--- src/rtl/hood_mode_fsm_pkg.sv ---
// Shared codes, state encoding and default durations for the hood mode controller.
package hood_mode_fsm_pkg;

   localparam int unsigned DEF_HURRICANE_SEC = 60;
   localparam int unsigned DEF_EXIT_SEC      = 60;
   localparam int unsigned DEF_CLEAN_SEC     = 180;
   localparam int unsigned DEF_CNT_W         = 8;
   localparam int unsigned MODE_W            = 3;

   typedef enum logic [2:0] {
      ST_OFF       = 3'd0,
      ST_STANDBY   = 3'd1,
      ST_MENU      = 3'd2,
      ST_LVL1      = 3'd3,
      ST_LVL2      = 3'd4,
      ST_LVL3      = 3'd5,
      ST_LVL3_EXIT = 3'd6,
      ST_CLEAN     = 3'd7
   } hood_state_e;

   localparam logic [MODE_W-1:0] MODE_STANDBY = 3'b000;
   localparam logic [MODE_W-1:0] MODE_L1      = 3'b001;
   localparam logic [MODE_W-1:0] MODE_L2      = 3'b010;
   localparam logic [MODE_W-1:0] MODE_L3      = 3'b011;
   localparam logic [MODE_W-1:0] MODE_CLEAN   = 3'b100;

   // Externally visible mode code for a controller state; the exit delay still shows level 3.
   function automatic logic [MODE_W-1:0] state_to_mode(input hood_state_e s);
      logic [MODE_W-1:0] m;
      m = MODE_STANDBY;
      case (s)
         ST_LVL1:      m = MODE_L1;
         ST_LVL2:      m = MODE_L2;
         ST_LVL3:      m = MODE_L3;
         ST_LVL3_EXIT: m = MODE_L3;
         ST_CLEAN:     m = MODE_CLEAN;
         default:      m = MODE_STANDBY;
      endcase
      return m;
   endfunction

endpackage

--- src/rtl/hood_mode_fsm_sec_countdown.sv ---
// Seconds countdown: load, clear, tick-driven decrement that saturates at zero.
module sec_countdown #(
   parameter int unsigned CNT_W = 8
) (
   input  logic             clk,
   input  logic             reset,
   input  logic             clear,
   input  logic             load,
   input  logic [CNT_W-1:0] load_val,
   input  logic             tick_en,
   output logic [CNT_W-1:0] count,
   output logic             expire
);

   logic [CNT_W-1:0] count_q;

   // Final tick of a timed interval (combinational, consumed by the FSM next-state logic).
   assign expire = tick_en && (count_q == CNT_W'(1));
   assign count  = count_q;

   // Count register: clear beats load beats decrement; never wraps below zero.
   always_ff @(posedge clk) begin
      if (reset || clear) begin
         count_q <= '0;
      end else if (load) begin
         count_q <= load_val;
      end else if (tick_en && (count_q != '0)) begin
         count_q <= count_q - CNT_W'(1);
      end
   end

endmodule

--- src/rtl/hood_mode_fsm.sv ---
// Range-hood operating-mode controller: menu rules, hurricane limit, delayed exit, self-clean.
module hood_mode_fsm
   import hood_mode_fsm_pkg::*;
#(
   parameter int unsigned HURRICANE_SEC = DEF_HURRICANE_SEC,
   parameter int unsigned EXIT_SEC      = DEF_EXIT_SEC,
   parameter int unsigned CLEAN_SEC     = DEF_CLEAN_SEC,
   parameter int unsigned CNT_W         = DEF_CNT_W
) (
   input  logic              clk,
   input  logic              reset,
   input  logic              tick_1hz,
   input  logic              machine_state,
   input  logic              menu_pulse,
   input  logic              mode1_pulse,
   input  logic              mode2_pulse,
   input  logic              mode3_pulse,
   input  logic              clean_pulse,
   output logic [MODE_W-1:0] mode_state,
   output logic              menu_active,
   output logic [CNT_W-1:0]  countdown,
   output logic              mode3_used,
   output logic              clean_done
);

   hood_state_e       state_q, state_d;
   logic [MODE_W-1:0] mode_state_q;
   logic              menu_active_q;
   logic              mode3_used_q, mode3_used_d;
   logic              clean_done_q, clean_done_d;

   logic              cd_clear, cd_load, cd_tick_c, cd_expire;
   logic [CNT_W-1:0]  cd_val, cd_count;

   // Ticks count only in timed states; a menu press in LVL3 takes the cycle and discards the tick.
   assign cd_tick_c = tick_1hz && machine_state &&
                      (((state_q == ST_LVL3) && !menu_pulse) ||
                       (state_q == ST_LVL3_EXIT) || (state_q == ST_CLEAN));

   sec_countdown #(.CNT_W(CNT_W)) u_cd (
      .clk      (clk),
      .reset    (reset),
      .clear    (cd_clear),
      .load     (cd_load),
      .load_val (cd_val),
      .tick_en  (cd_tick_c),
      .count    (cd_count),
      .expire   (cd_expire)
   );

   // Next-state and countdown control; power-off dominates, buttons resolved by priority chain.
   always_comb begin
      state_d      = state_q;
      cd_clear     = 1'b0;
      cd_load      = 1'b0;
      cd_val       = '0;
      mode3_used_d = mode3_used_q;
      clean_done_d = 1'b0;

      if (!machine_state) begin
         state_d      = ST_OFF;
         cd_clear     = 1'b1;
         mode3_used_d = 1'b0;
      end else begin
         case (state_q)
            ST_OFF: state_d = ST_STANDBY;
            ST_STANDBY: begin
               if (menu_pulse) state_d = ST_MENU;
            end
            ST_MENU: begin
               if (menu_pulse) begin
                  state_d = ST_STANDBY;
               end else if (clean_pulse) begin
                  state_d = ST_CLEAN;
                  cd_load = 1'b1;
                  cd_val  = CNT_W'(CLEAN_SEC);
               end else if (mode3_pulse && !mode3_used_q) begin
                  state_d      = ST_LVL3;
                  cd_load      = 1'b1;
                  cd_val       = CNT_W'(HURRICANE_SEC);
                  mode3_used_d = 1'b1;
               end else if (mode2_pulse) begin
                  state_d = ST_LVL2;
               end else if (mode1_pulse) begin
                  state_d = ST_LVL1;
               end
            end
            ST_LVL1, ST_LVL2: begin
               if (menu_pulse)       state_d = ST_STANDBY;
               else if (mode2_pulse) state_d = ST_LVL2;
               else if (mode1_pulse) state_d = ST_LVL1;
            end
            ST_LVL3: begin
               if (menu_pulse) begin
                  state_d = ST_LVL3_EXIT;
                  cd_load = 1'b1;
                  cd_val  = CNT_W'(EXIT_SEC);
               end else if (cd_expire) begin
                  state_d = ST_LVL2;
               end
            end
            ST_LVL3_EXIT: begin
               if (cd_expire) state_d = ST_STANDBY;
            end
            ST_CLEAN: begin
               if (cd_expire) begin
                  state_d      = ST_STANDBY;
                  clean_done_d = 1'b1;
               end
            end
            default: state_d = ST_OFF;
         endcase
      end
   end

   // State and registered outputs, all derived from the next-state values.
   always_ff @(posedge clk) begin
      if (reset) begin
         state_q       <= ST_OFF;
         mode_state_q  <= MODE_STANDBY;
         menu_active_q <= 1'b0;
         mode3_used_q  <= 1'b0;
         clean_done_q  <= 1'b0;
      end else begin
         state_q       <= state_d;
         mode_state_q  <= state_to_mode(state_d);
         menu_active_q <= (state_d == ST_MENU);
         mode3_used_q  <= mode3_used_d;
         clean_done_q  <= clean_done_d;
      end
   end

   assign mode_state  = mode_state_q;
   assign menu_active = menu_active_q;
   assign countdown   = cd_count;
   assign mode3_used  = mode3_used_q;
   assign clean_done  = clean_done_q;

endmodule

--- config.mk ---
export PLATFORM = sky130hd
export DESIGN_NAME = hood_mode_fsm
export DESIGN_NICKNAME = d
export VERILOG_FILES = /design/src/rtl/hood_mode_fsm_pkg.sv /design/src/rtl/hood_mode_fsm_sec_countdown.sv /design/src/rtl/hood_mode_fsm.sv
export SDC_FILE = /design/constraint.sdc
export NUM_CORES = 1
export LEC_CHECK = 0
export BUFFER_PORTS_ARGS = -buffer_cell sky130_fd_sc_hd__buf_2
export CAP_MARGIN = 25
export CORE_ASPECT_RATIO = 1.1
export CORE_UTILIZATION = 47
export CTS_BUF_LIST = sky130_fd_sc_hd__clkbuf_16
export DETAILED_ROUTE_END_ITERATION = 10
export GPL_ROUTABILITY_DRIVEN = 0
export HOLD_SLACK_MARGIN = 0.05
export PLACE_DENSITY_LB_ADDON = 0.2
export SLEW_MARGIN = 20
export SYNTH_ARGS = -nofsm -noshare
export SYNTH_HDL_FRONTEND = slang
export SYNTH_SLANG_ARGS = --single-unit
--- constraint.sdc ---
create_clock -name clk -period 1.53 [get_ports clk]
set_input_delay 0.0765 -clock clk [delete_from_list [all_inputs] [get_ports clk]]
set_output_delay 0.0765 -clock clk [all_outputs]
set_load 0.03 [all_outputs]
Yosys cells after proc, flatten, opt, wreduce, memory -nomap -nowiden
Index checks and enable logic that the tools add are counted.
Storage, ports and cells
  register bits after elaboration: 17
  bits of input ports: 9
  output and inout port bits: 14
  word-level logic and storage cells: 74
Cells by class
  add/subtract/negate cells: 1
  equal/unequal tests: 14
  multiplexer cells: 29
  bitwise gates (word level): 4
  reduce and logical (&&, ||, !) cells: 20
Operator list (number)
  8-bit 2-to-1 mux: 5
  3-bit 2-to-1 mux: 11
  3-bit equality test, second input constant: 8
  3-bit one-hot mux with 6 select lines: 1
  8-bit one-hot mux with 2 select lines: 1
  3-bit by 2-bit equality test with 1-bit output, second input constant: 4
  6-bit 2-to-1 mux: 2
  3-bit one-hot mux with 4 select lines: 1
  8-bit by 1-bit equality test with 1-bit output, second input constant: 1
  8-bit nonzero test: 1
  2-bit OR reduction: 4
  8-bit by 1-bit subtractor with 8-bit output, second input constant: 1
  1-bit 2-to-1 mux: 7
  1-bit logical AND: 6
  1-bit inverter: 4
  4-bit AND reduction: 1
  3-bit by 1-bit equality test with 1-bit output, second input constant: 1
  3-bit zero test: 1
  1-bit logical OR: 3
  3-bit OR reduction: 1
  1-bit zero test: 2
  1-bit one-hot mux with 2 select lines: 1
  2-bit nonzero test: 1

Longest topological paths before layout
Gate-level depths: netlist of the first run.
  depth after elaboration: 13
  depth in mapped cells: 8
  mapped depth without buffers: 8

By module
Synthesis of the first run repeated with hierarchy kept, for this count alone.
Second synthesis, totals
  cells, all modules: 137
  area total of the unflattened synthesis: 1097.3 µm²
Modules (own cells, without submodules)
  hood_mode_fsm: instances 1, cells an instance 76, area each 585.6 µm², seq. area each 180.2 µm²
  sec_countdown: instances 1, cells an instance 61, area each 511.7 µm², seq. area each 160.2 µm²

Worst setup path before layout of the first run
No wires, ideal clock.
  path type: reg-to-reg
  from: register u_cd.count_q[0] (netlist: u_cd.count[0])
  to: register mode_state_q[0] (netlist: mode_state[0])
  setup time: 0.117 ns
  data arrival time: 1.676 ns
  required time: 1.413 ns
  path slack: -0.263 ns
  cell stages (with the launch flop): 8
  path buffers: 0
  clock period less this slack: 1.793 ns
  path through: dfxtp_1 > ha_1 > nor4b_4 > o2111ai_2 > a211oi_2 > nand4bb_4 > xnor2_1 > o21ai_1
Between the ends
  word-level cells in the longest chain between the ends: 9
  elaborated cells on any way between the ends: 14
  those cells by class: eq/ne: 6; mux: 6; reduce/logical: 2
Ends and longest elaborated chain
  start: declaration: RTL line hood_mode_fsm_sec_countdown.sv:15  | logic [CNT_W-1:0] count_q;
  start signal: assignment: RTL line hood_mode_fsm_sec_countdown.sv:26  | count_q <= load_val;
  start signal: assignment: RTL line hood_mode_fsm_sec_countdown.sv:28  | count_q <= count_q - CNT_W'(1);
  8-bit by 1-bit equality test with 1-bit output *: RTL line hood_mode_fsm_sec_countdown.sv:18  | assign expire = tick_en && (count_q == CNT_W'(1));
  1-bit logical AND *: RTL line hood_mode_fsm_sec_countdown.sv:18
  3-bit 2-to-1 mux: RTL line hood_mode_fsm.sv:98  | end else if (cd_expire) begin
  3-bit 2-to-1 mux: RTL line hood_mode_fsm.sv:94  | if (menu_pulse) begin
  3-bit one-hot mux with 6 select lines *: RTL line hood_mode_fsm.sv:65  | case (state_q)
  3-bit 2-to-1 mux *: RTL line hood_mode_fsm.sv:60  | if (!machine_state) begin
  3-bit equality test: RTL line hood_mode_fsm_pkg.sv:31  | case (s)
  2-bit OR reduction (no source line)
  3-bit one-hot mux with 4 select lines *: RTL line hood_mode_fsm_pkg.sv:31
  end signal: assignment: RTL line hood_mode_fsm.sv:126  | mode_state_q <= state_to_mode(state_d);
  end: declaration: RTL line hood_mode_fsm.sv:27  | logic [MODE_W-1:0] mode_state_q;
Mark *: on every way between the ends. The rest lies on a longest branch, timed or not.
A chain may end at the register's enable or synchronous reset.

Worst setup path after layout of the first run
  from: register u_cd.count_q[1] (netlist: u_cd.count[1])
  to: register mode_state_q[0] (netlist: mode_state[0])
The elaborated chain is that of the path after synthesis.

==> impl_metrics.yaml, run 1 <==
global_routing:
  grt_pass1_vias: 1075
  grt_overflow: 0
  antenna_found_initial: 0
  grt_start_max_net_pins: 11
  grt_pass1_wl_um: 4630
  grt_use_total_pct: 26.8
clock_network:
  htreeDepth: 1
  cts_root_buf: "clkbuf_16"
  clk_path_buf_depth: 2
  cts_buffers: 3
  clk_latency_ns: 0.25
  clock-sinks: 17
  clk_pin_slew_ns: 0.05
  cts_tree: "done"
power:
  vdd_drop_max_mv: 0.511
  switching_share_pct: 21.5
  combPwrFrac_pct: 8.9
  p_sw_uw: 228
  p_per_area_nw_per_um2: 665
  p_seq_share_pct: 41.7
  static-leakage-power_uw: 0.000684
  power_frac_clock_pct: 49.4
  internal-power_uw: 834
yosys:
  synthArstFlopShare_pct: 0
  synth_edf_count: 0
  synth_cells: 122
  synth_seq_area_share_pct: 32.5
  ys_ff_latch: 17
  syn_area_um2: 1050
  synth-main-ff-cell: "dfxtp_1"
  synth.net_count: 134
  yosys_warnings: 0
  yosys.cell_types.count: 42
  synth.avg_cell_area_um2: 8.58
sta:
  fin_crit_ns: 1.65
  hold_viol_final: 0
  holdWs_ns: 0.108
  maxSlewHeadroom_pct: 71.4
  setup_viol: 6
  fin_crit_sh_pct: 108
  slew_viol_final: 0
  setup_slack_ns: -0.125
  tightest_slew_ns: 0.424
  grt_setup_unrepaired: "yes"
  max_freq_ghz: 0.604
  fin_skew_ns: 0.00340
placed_design:
  port_buffers: 22
  place_area_um2: 1390
  dpl.hpwl_um: 1990
critical_path:
  path_class: "reg -> reg"
  cp_slowest_cell: "dfxtp_4"
  critPathRequiredTime_ns: 1.67
  start_kind: "flip-flop"
  crit_fanout: 5
  critPathBufInv: 1
  arrival_ns: 1.79
  end_kind: "flip-flop"
  critical_path.cell_chain: "inv_4, ha_4, nor4b_4, o2111ai_2, a211oi_2, nand4bb_4, xnor2_1, o21ai_1"
  max_stage_delay_ns: 0.34
  critical_path.top_delay_family: "compound AO/OA/AOI/OAI gates"
layout:
  post-route-util_pct: 77.4
  nNetsFinal: 189
  final_cell_mix: "32 x buf_4, 22 x buf_2, 11 x nor2_1, 11 x dfxtp_1, 10 x a21oi_1"
  area_delta_synth_final_pct: 52.4
  drive_gt1_share_pct: 51.7
  diodes: 0
  final_common_cell: "buf_4"
  final_design_area_no_fill_um2: 1600
detailed_routing:
  route.antenna.remaining_nets: 0
  first_iter_violations: 36
  wl_per_cell_um: 14.2
  vias: 1131
  drt_wl_total_um: 2890
  vias_per_cell: 5.54
  first_pass_iters: 4
  post-route-drc-count: 0
status:
  outcome: "finished with violations"
  violations: "setup timing"
die:
  ioPinCount: 23
  initial_core_util_pct: 50.8
  die_x_um: 47.0
  dieArea_um2: 2420
  row_count: 17
  coreArea_um2: 2060
  die_y_um: 51.5
flow_run:
  maxCapViolCount: 0
min_path:
  hp-class: "in -> reg"
-- cells by family (layout without fill, tap and decap cells) --
logic type | count (synthesis) | after routing | share of synthesized area [%]
flip-flops | 17 | 17 | 32.5
adder cells (fa/ha/maj) | 3 | 3 | 3.58
buffers and inverters | 13 | 67 | 5.38
AND/OR/NAND/NOR | 51 | 51 | 31.4
XOR/XNOR | 6 | 6 | 5.02
AO/OA/AOI/OAI | 32 | 32 | 22.1
-- worst register-to-register path, stage by stage, from the launching register on --
cell	delay [ns]
dfxtp_4	0.34
inv_4	0.05
ha_4	0.11
nor4b_4	0.22
o2111ai_2	0.20
a211oi_2	0.21
nand4bb_4	0.20
xnor2_1	0.13
o21ai_1	0.08
-- layer usage --
metal / GRT usage (%) / share of wire (%)
met3: 3.13 / 4.2
met5: 0 / 0
met1: 31.2 / 39
met2: 46.8 / 55
met4: 12.9 / 2.0
-- worst paths after layout --
kind,startpoint,end,slack (ns),cells past startpoint
worst max register to register,u_cd.count[1],mode_state[0],-0.12,8
worst max-delay path,u_cd.count[1],mode_state[0],-0.12,8
worst min register to register,mode3_used,mode3_used,0.54,2
worst min-delay path,mode3_pulse,mode3_used,0.11,3
-- registers in the layout, summed over array words and instances, names as in the netlist --
name and flops:
clean_done 1, menu_active 1, mode3_used 1, mode_state 3, state_q 3, u_cd.count 8
-- cells in the mapped netlist (all sizes together), types with 2 or more instances --
master	n	area (µm²)
buf	4	22.5
nand2	7	26.3
nor2	13	48.8
nand4b	2	17.5
inv	8	30.0
nand2b	3	18.8
nand3	6	30.0
ha	3	37.5
or2	3	18.8
nor2b	3	18.8
a21oi	11	55.1
xnor2	4	35.0
o211ai	2	15.0
dfxtp	17	340
nor4b	2	47.6
nor3	2	15.0
a31oi	3	18.8
o21ai	5	36.3
xor2	2	17.5
nand4	4	25.0
-- power groups by stage --
stage	sequential [µW]	combinational (µW)	clock [µW]
after floorplan	452	45.7	0
after global placement	454	80.7	0
after detailed placement	453	82.2	0
after CTS	444	86.7	533
after global routing	442	102	550
final	442	94.8	524
-- timing repair --
| item | in CTS | in global routing |
|---|---|---|
| pin swaps | 6 | 7 |
| buffers inserted | 4 | 2 |
| setup endpoints to repair | 13 | 15 |
| resized for setup | 10 | 15 |
| hold buffers | 0 | 0 |
-- metrics by stage --
stage	setup WS [ns]	instances	total power (µW)	setup TNS [ns]
floorplan	-0.0944	122	497	-0.0944
global placement	-0.0811	194	534	-0.358
detailed placement	-0.146	194	536	-0.694
CTS	-0.115	202	1060	-0.328
global route	-0.213	204	1090	-1.06
finish	-0.125	204	1060	-0.451
-- layout make-up --
cell class,instances,area [µm²]
clock buffer,3,75.1
clock inverter,1,5.00
fill,140,467
inverter,8,32.5
multi-input combinational,92,729
sequential,17,358
tap,28,35.0
timing repair buffer,55,362
Power figures use the tool's default switching activity.
==> run 2: changes to the inputs <==
--- a/config.mk
+++ b/config.mk
@@ -9,7 +9,6 @@
 export CAP_MARGIN = 25
 export CORE_ASPECT_RATIO = 1.1
 export CORE_UTILIZATION = 47
-export CTS_BUF_LIST = sky130_fd_sc_hd__clkbuf_16
 export DETAILED_ROUTE_END_ITERATION = 10
 export GPL_ROUTABILITY_DRIVEN = 0
 export HOLD_SLACK_MARGIN = 0.05
==> run 2 against run 1 <==
Against the previous run: the run still ends with setup timing left; largest cell class unchanged; count of clock-buffer cells in the layout did not move; power is 26% lower; worst hold slack worse by 0.037 ns; first-iteration DRC count grew 2.8%; critical path type unchanged; flip-flop and latch count unchanged; critical endpoint unchanged; combinational power fell by 4.0%.
==> impl_metrics.yaml, run 2 (synthesized netlist as in run 1, its figures left out) <==
status:
  outcome: "finished with violations"
  violations: "setup timing"
placed_design:
  placed_cells: 194
  port_buffers: 22
  place_area_um2: 1390
  dpl.hpwl_um: 1990
  pre_cts_ws_ns: -0.146
layout:
  finalNonFillerCells: 206
  regArea_um2: 360
  multi_input_area_um2: 722
  final_cell_mix: "31 x buf_4, 22 x buf_2, 11 x nor2_1, 11 x dfxtp_1, 10 x a21oi_1"
  diodes: 0
  final_common_cell: "buf_4"
  area_delta_synth_final_pct: 49.3
  final_design_area_no_fill_um2: 1560
  drive_gt1_share_pct: 51.1
  largest_register_ffs: 8
  fill_cells: 148
  nNetsFinal: 191
die:
  row_count: 17
  coreArea_um2: 2060
  ioPinCount: 23
  die_x_um: 47.0
  initial_core_util_pct: 50.8
  die_y_um: 51.5
  dieArea_um2: 2420
clock_network:
  clock-sinks: 17
  cts_tree: "done"
  cts_root_buf: "clkbuf_4"
  cts_buffers: 3
  htreeDepth: 1
  clk_path_buf_depth: 2
  clk_pin_slew_ns: 0.11
  clk_latency_ns: 0.30
detailed_routing:
  route.antenna.remaining_nets: 0
  vias_per_cell: 5.42
  drt_wl_total_um: 2730
  post-route-drc-count: 0
  first_pass_iters: 4
  first_iter_violations: 37
  wl_per_cell_um: 13.3
  vias: 1116
sta:
  slew_viol_final: 0
  fin_skew_ns: 0.00676
  maxSlewHeadroom_pct: 70.9
  grt_setup_unrepaired: "yes"
  tightest_slew_ns: 0.431
  fin_crit_sh_pct: 110
  setup_slack_ns: -0.150
  max_freq_ghz: 0.595
  fin_crit_ns: 1.68
  hold_viol_final: 0
  setup_viol: 9
power:
  power_uw: 784
  p_sw_uw: 207
  internal-power_uw: 577
  switching_share_pct: 26.4
  vdd_drop_max_mv: 0.503
  p_seq_share_pct: 56.1
  p_per_area_nw_per_um2: 501
  combPwrFrac_pct: 11.6
  static-leakage-power_uw: 0.000671
  power_frac_clock_pct: 32.3
critical_path:
  path_class: "reg -> reg"
  crit_fanout: 5
  start_kind: "flip-flop"
  cp_slowest_cell: "dfxtp_4"
  arrival_ns: 1.88
  max_stage_delay_ns: 0.36
  critPathRequiredTime_ns: 1.73
  end_kind: "flip-flop"
  critical_path.cell_chain: "inv_4, ha_4, nor4b_4, o2111ai_2, a211oi_2, nand4bb_4, xnor2_1, o21ai_1"
global_routing:
  grt_pass1_vias: 1054
  grt_start_max_net_pins: 11
  grt_pass1_wl_um: 4380
  grt_overflow: 0
  grt_use_total_pct: 25.3
  antenna_found_initial: 0
min_path:
  hp-class: "in -> reg"
flow_run:
  maxCapViolCount: 0
==> run 2: final cells by class <==
| type | instances | share of cell area, % |
|---|---|---|
| clock buffers | 3 | 1.44 |
| clock inverters | 1 | 0.320 |
| inverters | 8 | 2.08 |
| multi-input cells | 92 | 46.2 |
| flip-flops and latches | 17 | 23.0 |
| well taps | 28 | 2.24 |
| repair buffers | 57 | 24.7 |
==> run 2: metal layers <==
layer	wire (µm)	vias to the layer above	GRT usage [%]
li1	-	553	-
met1	1120	515	29.2
met2	1420	38	44.2
met3	130	10	3.13
met4	65	0	12.4
met5	0	-	0
==> run 2: power by group through the flow <==
stage	clock [µW]	sequential, µW	combinational (µW)
floorplan	0	452	45.7
global placement	0	454	80.7
detailed placement	0	453	82.2
CTS	257	443	87.1
global route	271	440	97.8
finish	253	440	91.0
==> run 2: critical path, delay by kind of cell, from the launching register on <==
family / cells / cell delay, ns
fa+ha+maj: 1 / 0.11
xor+xnor: 1 / 0.12
buf+inv: 1 / 0.05
flops: 1 / 0.36
simple gates: 2 / 0.42
compound gates: 3 / 0.51
==> run 2: final timing paths <==
check	start	end	slack [ns]	cells after the start
worst max-delay path	u_cd.count[1]	mode_state[0]	-0.15	8
worst min-delay path	machine_state	menu_active	0.07	2
worst max register to register	u_cd.count[1]	mode_state[0]	-0.15	8
worst min register to register	mode3_used	mode3_used	0.53	2
==> run 2: what timing repair did <==
action | in CTS | in global routing
pin swaps | 10 | 13
endpoints found under the setup margin | 13 | 15
buffers inserted | 5 | 3
resized for setup | 10 | 14
hold buffers | 1 | 0
endpoints found under the hold margin | 1 | 0
==> run 2: metrics by stage <==
step | TNS (ns) | hold slack, ns | util, %
2_1_floorplan | -0.0944 | 0.164 | -
3_3_place_gp | -0.358 | 0.342 | 67.5
3_5_place_dp | -0.694 | 0.347 | 67.5
4_1_cts | -0.406 | 0.0523 | 72.4
5_1_grt | -1.40 | 0.0667 | 75.8
6_report | -0.660 | 0.0718 | 75.8
==> run 3: changes to the inputs <==
--- a/config.mk
+++ b/config.mk
@@ -11,7 +11,7 @@
 export CORE_UTILIZATION = 47
 export DETAILED_ROUTE_END_ITERATION = 10
 export GPL_ROUTABILITY_DRIVEN = 0
-export HOLD_SLACK_MARGIN = 0.05
+export HOLD_SLACK_MARGIN = 0.08
 export PLACE_DENSITY_LB_ADDON = 0.2
 export SLEW_MARGIN = 20
 export SYNTH_ARGS = -nofsm -noshare
==> constraint.sdc (replaced) <==
create_clock -name clk -period 1.53 [get_ports clk]
set_input_delay 0.153 -clock clk [delete_from_list [all_inputs] [get_ports clk]]
set_output_delay 0.153 -clock clk [all_outputs]
set_load 0.03 [all_outputs]
==> run 3 against run 2 <==
Against the previous run: the run still ends with setup timing left; global-route usage grew 0.32 points; critical path type unchanged; first-iteration DRC count shrank 73%; setup slack gained 0.0066 ns; count of clock-buffer cells in the layout is the same; largest cell class unchanged; clock power grew 2%.
==> impl_metrics.yaml, run 3 (synthesized netlist as in run 1, its figures left out) <==
die:
  die_x_um: 47.0
  coreArea_um2: 2060
  row_count: 17
  ioPinCount: 23
  die_y_um: 51.5
  dieArea_um2: 2420
  initial_core_util_pct: 50.8
placed_design:
  port_buffers: 22
  place_area_um2: 1400
  dpl.hpwl_um: 2080
power:
  static-leakage-power_uw: 0.000652
  power_uw: 792
  vdd_drop_max_mv: 0.542
  p_per_area_nw_per_um2: 524
critical_path:
  arrival_ns: 1.88
  start_kind: "flip-flop"
  critPathRequiredTime_ns: 1.74
  path_class: "reg -> reg"
  crit_fanout: 3
  rrSetupSlack_ns: -0.14
  r2r-start: "u_cd.count[1]"
  regToRegEndpoint: "mode_state[0]"
  r2r_cells: 9
  end_kind: "flip-flop"
layout:
  post-route-util_pct: 73.3
  fill_cells: 171
  nNetsFinal: 187
  final_cell_mix: "28 x buf_4, 22 x buf_2, 11 x nor2_1, 11 x dfxtp_1, 7 x a21oi_1"
  drive_gt1_share_pct: 50.0
  area_delta_synth_final_pct: 44.3
  final_common_cell: "buf_4"
  multi_input_area_um2: 707
  regArea_um2: 355
  largest_register_ffs: 8
  diodes: 0
  final_design_area_no_fill_um2: 1510
status:
  outcome: "finished with violations"
  violations: "setup timing"
detailed_routing:
  post-route-drc-count: 0
  wl_per_cell_um: 13.8
  drt_wl_total_um: 2790
  vias: 1099
  first_iter_violations: 10
  vias_per_cell: 5.44
  first_pass_iters: 4
  route.antenna.remaining_nets: 0
sta:
  maxSlewHeadroom_pct: 78.7
  max_freq_ghz: 0.598
  setup_slack_ns: -0.143
  setup_viol: 10
  holdWs_ns: 0.129
  fin_crit_ns: 1.67
  fin_crit_sh_pct: 109
  tightest_slew_ns: 0.316
  slew_viol_final: 0
  fin_skew_ns: 0.00476
  grt_setup_unrepaired: "yes"
  hold_viol_final: 0
clock_network:
  htreeDepth: 1
  postCtsHoldBufs: 0
  clk_pin_slew_ns: 0.11
  cts_buffers: 3
  clk_latency_ns: 0.31
  cts_root_buf: "clkbuf_4"
  clk_path_buf_depth: 2
  clock-sinks: 17
  cts_tree: "done"
min_path:
  holdPathEnd: "mode3_used"
  min_delay_path_depth: 3
  hp-class: "in -> reg"
  worstHoldStart: "mode3_pulse"
global_routing:
  antenna_found_initial: 0
  grt_use_total_pct: 25.6
  grt_start_max_net_pins: 11
  grt_pass1_vias: 1066
  grt_overflow: 0
  grt_pass1_wl_um: 4370
flow_run:
  maxCapViolCount: 0
[run 3: changes by cell type in the layout (fill, tap and decap cells not counted), sizes merged]
cell | before | now
buf | 56 | 53
dlygate4sd3 | 1 | 0
[run 3: power by group]
group | internal, µW | total [µW] | switching [µW]
sequential | 440 | 443 | 3.42
combinational | 43.3 | 91.0 | 47.7
clock | 97.8 | 257 | 159
[run 3: layout make-up]
cell class | instances | share of cell area, %
multi-input combinational | 92 | 46.8
sequential | 17 | 23.5
timing repair buffer | 53 | 23.4
tap | 28 | 2.32
inverter | 8 | 2.15
clock buffer | 3 | 1.49
clock inverter | 1 | 0.331
[run 3: repair_timing]
| action | 4_1_cts | 5_1_grt |
|---|---|---|
| resized for setup | 6 | 16 |
| setup endpoints to repair | 11 | 15 |
| pin swaps | 2 | 16 |
| buffers inserted | 1 | 2 |
[run 3: per-stage QoR]
stage | TNS (ns) | instances | worst slack (ns)
2_1_floorplan | -0.0944 | 122 | -0.0944
3_3_place_gp | -0.392 | 195 | -0.0828
3_5_place_dp | -0.749 | 195 | -0.132
4_1_cts | -0.448 | 200 | -0.139
5_1_grt | -1.78 | 202 | -0.241
6_report | -0.643 | 202 | -0.143
[run 3: worst max path at each step]
stage | startpoint | end | slack (ns) | cells past startpoint
floorplan | u_cd.count[1] | mode_state[0] | -0.09 | 8
global placement | u_cd.count[1] | mode_state[0] | -0.08 | 8
detailed placement | u_cd.count[1] | mode_state[0] | -0.13 | 8
CTS | u_cd.count[1] | mode_state[0] | -0.14 | 8
global route | u_cd.count[1] | menu_active | -0.24 | 8
finish | u_cd.count[1] | mode_state[0] | -0.14 | 9
[run 3: routing by layer]
metal	wire (µm)	part of all wire, %	global-route usage (%)	vias to the layer above
li1	-	-	-	547
met1	1060	38	28.3	511
met2	1510	54	43.1	29
met3	101	3.6	3.82	12
met4	119	4.3	18.1	0
met5	0	0	0	-
[run 3: critical path, cell delays in order, from the launching register on]
cell and delay [ns]:
dfxtp_4 0.37, inv_4 0.05, ha_4 0.11, nor4b_4 0.22, buf_4 0.15, nand4_1 0.12
nand4b_1 0.22, o21ai_4 0.10, xnor2_1 0.15, o21ai_1 0.08
